[config.mk]
export PLATFORM = sky130hd
export DESIGN_NAME = mtm_alu_deserializer
export DESIGN_NICKNAME = d
export VERILOG_FILES = /design/src/rtl/mtm_alu_deserializer.sv
export SDC_FILE = /design/constraint.sdc
export NUM_CORES = 1
export LEC_CHECK = 0
export CAP_MARGIN = 25
export CORE_ASPECT_RATIO = 1.25
export CORE_UTILIZATION = 57
export DETAILED_ROUTE_END_ITERATION = 6
export HOLD_SLACK_MARGIN = 0.1
export MAX_ROUTING_LAYER = met4
export PLACE_DENSITY = 0.8
export SLEW_MARGIN = 0
export SYNTH_ARGS = -nofsm -noshare
export SYNTH_HDL_FRONTEND = slang
export SYNTH_SLANG_ARGS = --single-unit
[constraint.sdc]
create_clock -name clk -period 4.39 [get_ports clk]
set_input_delay 1.317 -clock clk [delete_from_list [all_inputs] [get_ports clk]]
set_output_delay 1.317 -clock clk [all_outputs]
set_load 0.02 [all_outputs]
[src/rtl/mtm_alu_deserializer.sv]
// Serial frame receiver for the ALU input: decodes DATA/CTL frames, assembles operands,
// and reports exactly one of valid/err_data/err_crc/err_op when a control frame closes a packet.
module mtm_alu_deserializer #(
  parameter int OPERAND_W = 32
) (
  input  logic                 clk,
  input  logic                 rst_n,
  input  logic                 sin,
  output logic [OPERAND_W-1:0] A,
  output logic [OPERAND_W-1:0] B,
  output logic [2:0]           op,
  output logic                 valid,
  output logic                 err_data,
  output logic                 err_crc,
  output logic                 err_op
);

  localparam int BUF_W  = 2 * OPERAND_W;
  localparam int NBYTES = BUF_W / 8;
  localparam int CNT_W  = $clog2(NBYTES + 2);

  localparam logic [CNT_W-1:0] CNT_FULL = CNT_W'(NBYTES);
  localparam logic [CNT_W-1:0] CNT_SAT  = CNT_W'(NBYTES + 1);

  localparam logic [2:0] ST_IDLE      = 3'd0;
  localparam logic [2:0] ST_TYPE      = 3'd1;
  localparam logic [2:0] ST_PAYLOAD   = 3'd2;
  localparam logic [2:0] ST_STOP      = 3'd3;
  localparam logic [2:0] ST_WAIT_IDLE = 3'd4;

  logic [2:0]           state_r;
  logic [2:0]           bit_cnt_r;
  logic                 frame_type_r;
  logic [7:0]           payload_r;
  logic [CNT_W-1:0]     byte_cnt_r;
  logic [BUF_W-1:0]     buf_r;
  logic [OPERAND_W-1:0] a_r;
  logic [OPERAND_W-1:0] b_r;
  logic [2:0]           op_r;
  logic                 valid_r;
  logic                 err_data_r;
  logic                 err_crc_r;
  logic                 err_op_r;

  logic [2:0] ctl_op_s;
  logic [3:0] ctl_crc_s;
  logic [3:0] crc_exp_s;
  logic       op_ok_s;

  // CRC4 (x^4+x+1), init 0, fed MSB first one bit at a time
  function automatic logic [3:0] crc4_f(input logic [BUF_W+3:0] d);
    logic [3:0] c;
    logic       fb;
    c = 4'h0;
    for (int i = BUF_W + 3; i >= 0; i--) begin
      fb = d[i] ^ c[3];
      c  = {c[2], c[1], c[0] ^ fb, fb};
    end
    return c;
  endfunction

  // Decode the control payload and precompute the checks used at the stop bit
  always_comb begin
    ctl_op_s  = payload_r[6:4];
    ctl_crc_s = payload_r[3:0];
    crc_exp_s = crc4_f({buf_r, 1'b1, payload_r[6:4]});
    case (payload_r[6:4])
      3'b000:  op_ok_s = 1'b1;
      3'b001:  op_ok_s = 1'b1;
      3'b100:  op_ok_s = 1'b1;
      3'b101:  op_ok_s = 1'b1;
      default: op_ok_s = 1'b0;
    endcase
  end

  // Frame FSM, packet assembly and registered result pulses
  always_ff @(posedge clk or negedge rst_n) begin
    if (!rst_n) begin
      state_r      <= ST_IDLE;
      bit_cnt_r    <= 3'd0;
      frame_type_r <= 1'b0;
      payload_r    <= 8'h00;
      byte_cnt_r   <= '0;
      buf_r        <= '0;
      a_r          <= '0;
      b_r          <= '0;
      op_r         <= 3'b000;
      valid_r      <= 1'b0;
      err_data_r   <= 1'b0;
      err_crc_r    <= 1'b0;
      err_op_r     <= 1'b0;
    end else begin
      valid_r    <= 1'b0;
      err_data_r <= 1'b0;
      err_crc_r  <= 1'b0;
      err_op_r   <= 1'b0;
      case (state_r)
        ST_IDLE: begin
          if (!sin) state_r <= ST_TYPE;
        end
        ST_TYPE: begin
          frame_type_r <= sin;
          bit_cnt_r    <= 3'd0;
          state_r      <= ST_PAYLOAD;
        end
        ST_PAYLOAD: begin
          payload_r <= {payload_r[6:0], sin};
          bit_cnt_r <= bit_cnt_r + 3'd1;
          if (bit_cnt_r == 3'd7) state_r <= ST_STOP;
        end
        ST_STOP: begin
          if (!sin) begin
            // Framing error kills the whole packet in progress
            err_data_r <= 1'b1;
            byte_cnt_r <= '0;
            state_r    <= ST_WAIT_IDLE;
          end else if (frame_type_r) begin
            state_r    <= ST_IDLE;
            byte_cnt_r <= '0;
            if (byte_cnt_r != CNT_FULL) begin
              err_data_r <= 1'b1;
            end else if (ctl_crc_s != crc_exp_s) begin
              err_crc_r <= 1'b1;
            end else if (!op_ok_s) begin
              err_op_r <= 1'b1;
            end else begin
              b_r     <= buf_r[BUF_W-1:OPERAND_W];
              a_r     <= buf_r[OPERAND_W-1:0];
              op_r    <= ctl_op_s;
              valid_r <= 1'b1;
            end
          end else begin
            state_r <= ST_IDLE;
            buf_r   <= {buf_r[BUF_W-9:0], payload_r};
            if (byte_cnt_r != CNT_SAT) byte_cnt_r <= byte_cnt_r + CNT_W'(1);
          end
        end
        ST_WAIT_IDLE: begin
          if (sin) state_r <= ST_IDLE;
        end
        default: state_r <= ST_IDLE;
      endcase
    end
  end

  assign A        = a_r;
  assign B        = b_r;
  assign op       = op_r;
  assign valid    = valid_r;
  assign err_data = err_data_r;
  assign err_crc  = err_crc_r;
  assign err_op   = err_op_r;

endmodule

==> Word-level counts from Yosys, hierarchy flattened <==
Cells that the tools add are included.
Widths: inputs -> output; s select.
{ "classes": {"n_addsub": 2, "eq_ne": 15, "muxes": 31, "bitwise_logic": 135, "n_reduce_logical": 8} }
{ "ops": {"columns": ["operator", "n"], "rows": [
  ["$xor 1x1->1", 131],
  ["$mux 1", 22],
  ["$pmux 3 s5", 1],
  ["$eq 3x3->1 const B", 4],
  ["$mux 3", 4],
  ["$mux 4", 3],
  ["$ne 4x4->1 const B", 2],
  ["$eq 3x1->1 const B", 2],
  ["$eq 3x2->1 const B", 2],
  ["$logic_not 3->1", 2],
  ["$ne 2x2->1 const B", 3],
  ["$pmux 3 s2", 1],
  ["$reduce_and 3->1", 2],
  ["$reduce_and 6->1", 1],
  ["$add 4x1->4 const B", 1],
  ["$ne 4x4->1", 1],
  ["$not 1->1", 4],
  ["$reduce_or 4->1", 1],
  ["$add 3x1->3 const B", 1],
  ["$ne 3x1->1 const B", 1],
  ["$reduce_and 2->1", 1],
  ["$reduce_bool 2->1", 1]
]} }
{ "totals": {"register_bits": 154, "inputBits": 3} }

==> Longest topological paths before layout <==
Gate-level depths: netlist of run 1.
{ "logic_depth": {"word_depth": 51, "ltp_mapped": 13, "depth_no_buf": 11} }

==> Worst setup path after synthesis of run 1 <==
Ideal clock, no wire load.
{ "synth_timing": {"path_kind": "register to register", "from": "register buf_r[26]", "to": "register a_r[13], in the netlist A[13]", "setup_ns": 0.125, "arrival_ns": 3.768, "required_ns": 4.265, "setup_slack_ns": 0.497, "stages_incl_launch_ff": 14, "path_buffers": 2, "synth_period_minus_slack_ns": 3.893, "cell_sequence": "dfrtp_1 xnor3_1 xnor3_1 xnor3_1 xnor3_2 xnor3_2 xnor2_2 and2_1 a221oi_1 nor4_1 nand2_1 buf_6 buf_6 mux2_4"} }
{ "synth_via": {"elab_chain_cells": 25, "elab_cells_between_ends": 61, "classes_between": "eq/ne (1); bitwise (59); reduce/logical (1)"} }
{ "synth_rtl": {"columns": ["item", "line_no", "rtl"], "rows": [
  ["start: declaration", "36", "logic [BUF_W-1:0] buf_r;"],
  ["start signal: assignment", "134", "buf_r <= {buf_r[BUF_W-9:0], payload_r};"],
  ["$xor 1x1->1 *", "56", "fb = d[i] ^ c[3];"],
  ["$xor 1x1->1", "57", "c = {c[2], c[1], c[0] ^ fb, fb};"],
  ["$xor 1x1->1", "56", null],
  ["$xor 1x1->1", "57", null],
  ["$xor 1x1->1", "56", null],
  ["$xor 1x1->1", "57", null],
  ["$xor 1x1->1", "56", null],
  ["$xor 1x1->1", "57", null],
  ["[... 9 more ...]", null, null],
  ["$xor 1x1->1", "57", null],
  ["$not 1->1 (no line)", null, null],
  ["$xor 1x1->1", "57", null],
  ["$xor 1x1->1", "56", null],
  ["$xor 1x1->1", "57", null],
  ["$ne 4x4->1 *", "122", "end else if (ctl_crc_s != crc_exp_s) begin"],
  ["$not 1->1 (no line) *", null, null],
  ["$reduce_and 6->1 (no line) *", null, null],
  ["end signal: assignment", "128", "a_r <= buf_r[OPERAND_W-1:0];"],
  ["end: declaration", "37", "logic [OPERAND_W-1:0] a_r;"]
]} }
Mark *: on every way between the ends. The rest lies on a longest branch, timed or not.
A chain may end at the register's enable or synchronous reset.

==> Worst setup path after layout of run 1 <==
{ "layout_timing": {"from": "register buf_r[32]", "to": "register a_r[27], in the netlist A[27]"} }
{ "layout_via": {"elab_chain_cells": 29, "elab_cells_between_ends": 73, "classes_between": "eq/ne (1); bitwise (71); reduce/logical (1)"} }
{ "layout_rtl": {"columns": ["item", "line_no"], "rows": [
  ["$xor 1x1->1 *", "56"],
  ["$xor 1x1->1", "57"],
  ["$xor 1x1->1", "56"],
  ["$xor 1x1->1", "57"],
  ["$xor 1x1->1", "56"],
  ["$xor 1x1->1", "57"],
  ["$xor 1x1->1", "56"],
  ["$xor 1x1->1", "57"],
  ["[... 13 more ...]", null],
  ["$xor 1x1->1", "57"],
  ["$not 1->1 (no line)", null],
  ["$xor 1x1->1", "57"],
  ["$xor 1x1->1", "56"],
  ["$xor 1x1->1", "57"],
  ["$ne 4x4->1 *", "122"],
  ["$not 1->1 (no line) *", null],
  ["$reduce_and 6->1 (no line) *", null]
]} }
Marked as above.

==> results of run 1 <==
[cell type report]
type                       instances  area, µm²  share of cell area, %
tap                              164        205                   2.33
inverter                           6       22.5                  0.256
sequential                       154       3850                   43.8
clock buffer                      19        443                   5.04
clock inverter                    12        103                   1.17
timing repair buffer              79        827                   9.41
multi-input combinational        317       3340                   38.0
[cell usage after synthesis, drive strengths merged]
library cell	n
a221oi	1
xnor3	20
buf	8
a32o	1
nand2b	3
nand3	3
mux2i	4
nor3b	3
inv	6
o21ai	7
o221a	2
nor2b	1
nand3b	1
ha	5
mux2	138
nor4	1
a22o	2
and2	5
nor2	9
xnor2	65
xor2	19
clkbuf	9
a21oi	7
xor3	1
nand2	12
nor3	4
and3	2
dfrtp	154
and3b	1
[cell families (layout without fill, tap and decap cells)]
kind of cell,count (synthesis),in the layout,share of synthesized area [%]
AO/OA/AOI/OAI,20,20,1.77
XOR/XNOR,105,105,16.8
adder cells (fa/ha/maj),5,5,0.861
buffers and inverters,23,116,1.57
flip-flops,154,154,53.0
multiplexers,142,142,22.9
AND/OR/NAND/NOR,45,45,3.13
[critical path, stage by stage, from the launching register on]
cell and delay (ns):
dfrtp_1 0.47, xnor2_1 0.31, xnor3_1 0.51, xnor2_1 0.24, xnor3_1 0.44, xnor2_1 0.42
xnor2_2 0.23, mux2i_1 0.27, a221oi_2 0.11, nor4_2 0.38, nand2_4 0.11, buf_12 0.19
mux2_4 0.31
[state kept, by name, indices dropped and copies added, names as in the netlist, 3 cells and up]
signal      count
bit_cnt_r       3
state_r         3
byte_cnt_r      4
buf_r          64
B              32
A              32
op              3
payload_r       8
[power by group through the flow]
stage | Clock [mW] | Sequential [mW] | Combinational, mW
3_3_place_gp | 0 | 1.94 | 3.99
3_5_place_dp | 0 | 1.96 | 4.13
6_report | 1.36 | 1.93 | 4.45
5_1_grt | 1.43 | 1.96 | 4.84
2_1_floorplan | 0 | 1.89 | 3.41
4_1_cts | 1.38 | 1.93 | 4.17
[metrics by stage]
stage,TNS (ns),total power [mW]
2_1_floorplan,0,5.30
3_3_place_gp,0,5.93
3_5_place_dp,0,6.09
4_1_cts,0,7.48
5_1_grt,-0.0775,8.23
6_report,0,7.74
[path summary, 6_finish.rpt]
path                       slack [ns]                startpoint                       end
hold reg to reg                  0.48  bit_cnt_r[0]$_DFFE_PN0N_  bit_cnt_r[0]$_DFFE_PN0N_
min in group asynchronous        0.93                     rst_n          B[2]$_DFFE_PN0P_
hold / removal                   0.48  bit_cnt_r[0]$_DFFE_PN0N_  bit_cnt_r[0]$_DFFE_PN0N_
setup reg to reg                 0.25     buf_r[32]$_DFFE_PN0P_         A[27]$_DFFE_PN0P_
max in group asynchronous        2.61                     rst_n         op[0]$_DFFE_PN0P_
setup / recovery                 0.25     buf_r[32]$_DFFE_PN0P_         A[27]$_DFFE_PN0P_
[layer usage]
metal  global-route usage [%]  routed length, µm
met1                     29.8               6090
met2                     38.2               7130
met3                     4.69                368
met4                     8.86                249
met5                        -                  0
==> metrics, run 1 <==
vias per cell 5.42; CP Data Required Time 4.69 ns; Worst Skew 0.0102 ns; vias in the first global route 4330; WL/cell 18.4 µm; largest net degree at the start of global routing 81; antenna violations before repair 0; Max Buffers Root-to-Sink 2; post-synthesis sequential area ratio 53.0%; Syn-to-layout area delta 20.9%; routed vias 4070; Num CTS Buffers 17; Rel. slew slack 51.0%; largest cells by area after synthesis dfrtp_1 53%, mux2_2 19%, xnor2_1 7.7%, xnor3_1 5.6%, mux2_4 3.7%; final wirelength 13800 µm; Final Hold Vio Count 0; Pleak 4.25 nW; die height 128 µm; H-tree levels 4; fin crit period 4.14 ns; number of max-cap violations 0; run status finished, final reports clean; Sw Ratio 39.1%; Min Hold Slack 0.483 ns; DRC viols 0; Overall Global Routing Usage 23.8%; worst slew pin tran 0.735 ns; layout cell share with drive strength beyond 1 31.5%; average size of a mapped cell 14.7 µm²; core area 12300 µm²; #FFs+latches synth 154; Final Core Density 71.6%; P_int 4.71 mW; Max Slew Vio Count 0; Area after DPL 8220 µm²; FILL cells 854; Worst setup EP type register; final non-filler cell total 751; CTS sink cnt 154; DRT antenna net count 0; combinational share of power 57.5%; Final setup viols 0; die width 103 µm; die area 13200 µm²; Synth warnings 0; area leader, netlist dfrtp_1; CTS clk-pin slew, worst paths 0.06 ns; CP Launch Type register; cts hold-fix bufs 0; cell area after synthesis 7270 µm²; maximum VDD drop 0.000903 V; CTS tree yes; post-synth cell types 35; most frequent cells in the layout 154 x dfrtp_1, 120 x mux2_2, 72 x clkdlybuf4s50_1, 63 x xnor2_1, 19 x xor2_1; clk_lat worst skew 0.43 ns; Hold Crit Depth 1; PnR worst setup slack 0.247 ns; Syn Nets 502; clock tree root buffer cell clkbuf_16; detailed placer's ending HPWL 9250 µm; nets 583; cts repair resizes 0; drt pass-1 iters 4; Net Sw Power 3.03 mW; fin crit share 94.4%; Iteration-0 DRC Markers 100; Max Clock Freq 241 MHz; Synth Instances 494; IO Port Bufs 73; post-layout instance area 8790 µm²; ANT cells 0; CP max FO 36; initial core utilization 59.2%; row count 45; Post-Place Cells 720; CP Class reg2reg; Post-Place Worst Slack 0.253 ns; commonest non-fill, non-tap cell in the layout dfrtp_1; Hold Path Class reg2reg; Routability Congestion 0.786; post-synth top area share 53.0%; Ports 74; first-pass GRT wire length 22600 µm; cell depth of the worst flop-to-flop path 12; Post-CTS Setup Inserts 0; power per standard cell area 881 nW/µm²; Flop pwr share 24.9%; Clk pwr share 17.6%; GRT overflow 0; crit path DAT 4.45 ns
Note: power is estimated with default switching activity, not from simulation.
==> inputs of run 2 (changes only) <==
Settings changed: ABC_AREA set to 1, CORE_UTILIZATION 57 to 59, PLACE_DENSITY 0.8 to 0.81.
==> metrics, run 2 <==
Synth warnings 0 (unchanged); Syn Nets 1214 (+140%); most numerous cell in the Yosys netlist nand2_1; GRT overflow 17; initial core utilization 61.2% (+1.9 points); row count 48 (+6.7%); post-GRT worst EP B[6]$_DFFE_PN0P_/D; detailed placer's ending HPWL 14600 µm (+58%); antenna violations before repair 2; Num CTS Buffers 17 (unchanged); average size of a mapped cell 7.07 µm² (-52%); H-tree levels 4 (unchanged); Synth Instances 1206 (+140%); post-synth top area share 45.2% (-7.8 points); tool error [ERROR GRT-0232] Routing congestion too high. Check the congestion heatmap in the GUI.; Post-Place Cells 1476 (+110%); largest cells by area after synthesis dfrtp_1 45%, nand2_1 21%, nand3_1 14%, inv_1 5.3%, o21ai_0 4.5%; clock tree root buffer cell clkbuf_16; commonest cells in the netlist 476 x nand2_1, 231 x nand3_1, 154 x dfrtp_1; count of flip-flops with a built-in enable after synthesis 0 (unchanged); post-synth cell types 28 (-20%); die height 136 µm (+6.3%); post-synthesis sequential area ratio 45.2% (-7.8 points); Ports 74 (unchanged); stage reached 5_1_grt; run status did not finish; Routability Congestion 0.907 (+15%); IO Port Bufs 73 (unchanged); Overall Global Routing Usage 75.1%; cts hold-fix bufs 0 (unchanged); area leader, netlist dfrtp_1; Max Buffers Root-to-Sink 2 (unchanged); cell area after synthesis 8520 µm² (+17%); Synth async-reset ratio 100% (unchanged); dominant synthesized flop cell dfrtp_1; Worst-path end type sequential cell input; die width 109 µm (+6.3%); CTS sink cnt 154 (unchanged); largest net degree at the start of global routing 95; #FFs+latches synth 154 (unchanged)
[run 2: changes by cell type after synthesis, sizes merged, moves of 63 or more]
cell | before | now
o21ai | 7 | 76
nand2 | 12 | 513
mux2 | 138 | 0
xnor2 | 65 | 2
nand3 | 3 | 237
inv | 6 | 139
[run 2: what timing repair did]
item,4_1_cts
endpoints found under the setup margin,70
pin swaps,30
buffers inserted,9
gates resized for setup,135
cloned,5
[run 2: metal layers]
layer,GRT usage (%),GRT overflow
met1,75.8,0
met2,88.8,8
met3,57.1,1
met4,72.2,8
met5,-,-
[run 2: logic make-up after synthesis]
logic type / synth area share (%)
AND/OR/NAND/NOR: 39.7
XOR/XNOR: 0.617
buffers and inverters: 8.69
adder cells (fa/ha/maj): 0.734
flip-flops: 45.2
AO/OA/AOI/OAI: 5.05
[run 2: through the flow]
stage	util, %	cell area (µm²)	hold slack (ns)	TNS [ns]	setup slack, ns
after floorplan	-	8690	0.439	-67.05	-1.01
after detailed placement	71.4	9950	0.458	-127.82	-1.89
after CTS	80.8	11300	0.472	-126.93	-1.86
after global placement	71.4	9950	0.454	-116.39	-1.71
==> inputs of run 3 (changes only) <==
Settings changed: CORE_ASPECT_RATIO 1.25 to not set, CORE_UTILIZATION 59 to 40, HOLD_SLACK_MARGIN 0.1 to not set, MAX_ROUTING_LAYER met4 to not set, PLACE_DENSITY 0.81 to not set, PLACE_DENSITY_LB_ADDON set to 0.15.
==> metrics, run 3 <==
Syn-to-layout area delta 55.2%; CTS tree yes; GRT overflow 0; Ports 74 (unchanged); core area 21000 µm²; DRC viols 5; cell area after synthesis 8520 µm² (unchanged); Max Slew Vio Count 0; Synth warnings 0 (unchanged); first-pass GRT wire length 37900 µm; ANT cells 0; Buffers & Inverters on Critical Path 7; vias per cell 5.26; Hold Path Class reg2reg; Num CTS Buffers 17 (unchanged); Synth async-reset ratio 100% (unchanged); clock tree root buffer cell clkbuf_16; die width 148 µm (+35%); post-synthesis xor/xnor area fraction 0.617% (unchanged); fin crit period 6.68 ns; Max Buffers Root-to-Sink 2 (unchanged); largest cells by area after synthesis dfrtp_1 45%, nand2_1 21%, nand3_1 14%, inv_1 5.3%, o21ai_0 4.5%; dominant synthesized flop cell dfrtp_1; post-synth top area share 45.2% (unchanged); Final Hold Vio Count 0; Rel. slew slack 54.1%; post-synth cell types 28 (unchanged); Post-Synth Simple-Gate Area 39.7% (unchanged); DRT antenna net count 0; number of max-cap violations 0; area leader, netlist dfrtp_1; clk_lat worst skew 0.44 ns; Post-Place Worst Slack -1.91 ns (-0.0153 ns); CP Launch Type register; nets 1368; Worst Skew 0.0133 ns; row count 53 (+10%); #FFs+latches synth 154 (unchanged); CP delay by family, top simple AND/OR/NAND/NOR gates; PnR worst setup slack -2.29 ns; final wirelength 27500 µm; most frequent cells in the layout 283 x nand2_1, 151 x dfrtp_1, 125 x nand2_2, 108 x nand3_1, 105 x inv_1; CTS clk-pin slew, worst paths 0.07 ns; compound-gate portion of the synthesized area 5.05% (unchanged); routed vias 8672; CTS sink cnt 154 (unchanged); commonest non-fill, non-tap cell in the layout nand2_1; Critical Path Most Common Cell nand2_4; WL/cell 16.7 µm; worst slew pin tran 0.687 ns; IO Port Bufs 73 (unchanged); Routability Congestion 0.882 (-2.8%); slowest stage delay, CP 0.46 ns; commonest cells in the netlist 476 x nand2_1, 231 x nand3_1, 154 x dfrtp_1; Overall Global Routing Usage 21.7%; Worst setup EP type register; Synth Instances 1206 (unchanged); Hold Crit Depth 2; Largest register FFs 64; RSZ-0062 raised after global routing yes; initial core utilization 40.7% (-20 points); Final setup viols 70; H-tree levels 4 (unchanged); drt pass-1 iters 7; largest family of logic cells by synthesized area simple AND/OR/NAND/NOR gates; average size of a mapped cell 7.07 µm² (unchanged); setup_tns -156.97 ns; die area 21900 µm²; crit path DAT 7.05 ns; Synth Area in Adders 0.734% (unchanged); antenna violations before repair 0; fin crit share 152%; run status finished, violations left; Final Core Density 63.1%; die height 148 µm (+8.5%); Stages on worst setup path 67; violated checks DRC, setup timing; Max Clock Freq 150 MHz; mux contribution to synthesized area 0% (unchanged); CP Class reg2reg; Top reg by flops buf_r; detailed placer's ending HPWL 15100 µm (+3.5%); layout cell share with drive strength beyond 1 39.5%; cell depth of the worst flop-to-flop path 67; Syn Nets 1214 (unchanged); count of flip-flops with a built-in enable after synthesis 0 (unchanged); CP max FO 9; vias in the first global route 7727; largest net degree at the start of global routing 69; post-synthesis sequential area ratio 45.2% (unchanged); Iteration-0 DRC Markers 569; cts hold-fix bufs 0 (unchanged); slowest library cell on the worst path dfrtp_2; most numerous cell in the Yosys netlist nand2_1; CP Data Required Time 4.76 ns
==> run 3: layout make-up <==
type                            instances  area (µm²)
Inverter                              140         546
Clock inverter                         13         133
Timing Repair Buffer                  174        1830
Fill cell                            1708        7730
Multi-Input combinational cell        873        6060
Sequential cell                       154        3860
Tap cell                              275         344
Clock buffer                           19         453
==> run 3: cell families (layout without fill, tap and decap cells) <==
family | after synthesis | in the layout
AO/OA/AOI/OAI | 84 | 84
XOR/XNOR | 6 | 6
AND/OR/NAND/NOR | 778 | 778
adder cells (fa/ha/maj) | 5 | 5
buffers and inverters | 179 | 346
flip-flops | 154 | 154
==> run 3: metal layers <==
metal  vias up  part of all wire [%]  track usage [%]
met4         0                   2.6             7.47
met2       236                    50             34.6
met5         -                     0                0
met3        59                   3.8             4.26
met1      4223                    43             29.4
li1       4154                     -                -
==> run 3: repair_timing <==
action | in CTS | in global routing
pin swaps | 32 | 104
cloned | 3 | 11
gates resized for setup | 146 | 342
buffers inserted | 13 | 6
endpoints found under the setup margin | 70 | 70
==> run 3: per-stage QoR <==
step / hold WS (ns) / cells / area [µm²]
4_1_cts: 0.474 / 1631 / 11400
5_1_grt: 0.483 / 1648 / 13200
3_3_place_gp: 0.454 / 1583 / 10100
6_report: 0.469 / 1648 / 13200
2_1_floorplan: 0.439 / 1206 / 8690
3_5_place_dp: 0.458 / 1583 / 10100
==> run 3: tightest hold or removal path, stage by stage, from the launching register on <==
cell and delay (ns):
dfrtp_1 0.34, nand2_1 0.05, nand2_1 0.04
==> run 3: final timing paths <==
check / from / to / slack [ns]
worst max-delay path: buf_r[63]$_DFFE_PN0P_ / B[27]$_DFFE_PN0P_ / -2.29
worst min-delay path: B[16]$_DFFE_PN0P_ / B[16]$_DFFE_PN0P_ / 0.47
worst max register to register: buf_r[63]$_DFFE_PN0P_ / B[27]$_DFFE_PN0P_ / -2.29
worst min register to register: B[16]$_DFFE_PN0P_ / B[16]$_DFFE_PN0P_ / 0.47
max in group asynchronous: rst_n / A[12]$_DFFE_PN0P_ / 2.68
min in group asynchronous: rst_n / B[18]$_DFFE_PN0P_ / 0.82
Power of run 3 is left out: the tool's default activity adds up to more than one toggle a clock period on the data nets, which glitch-free logic cannot reach.
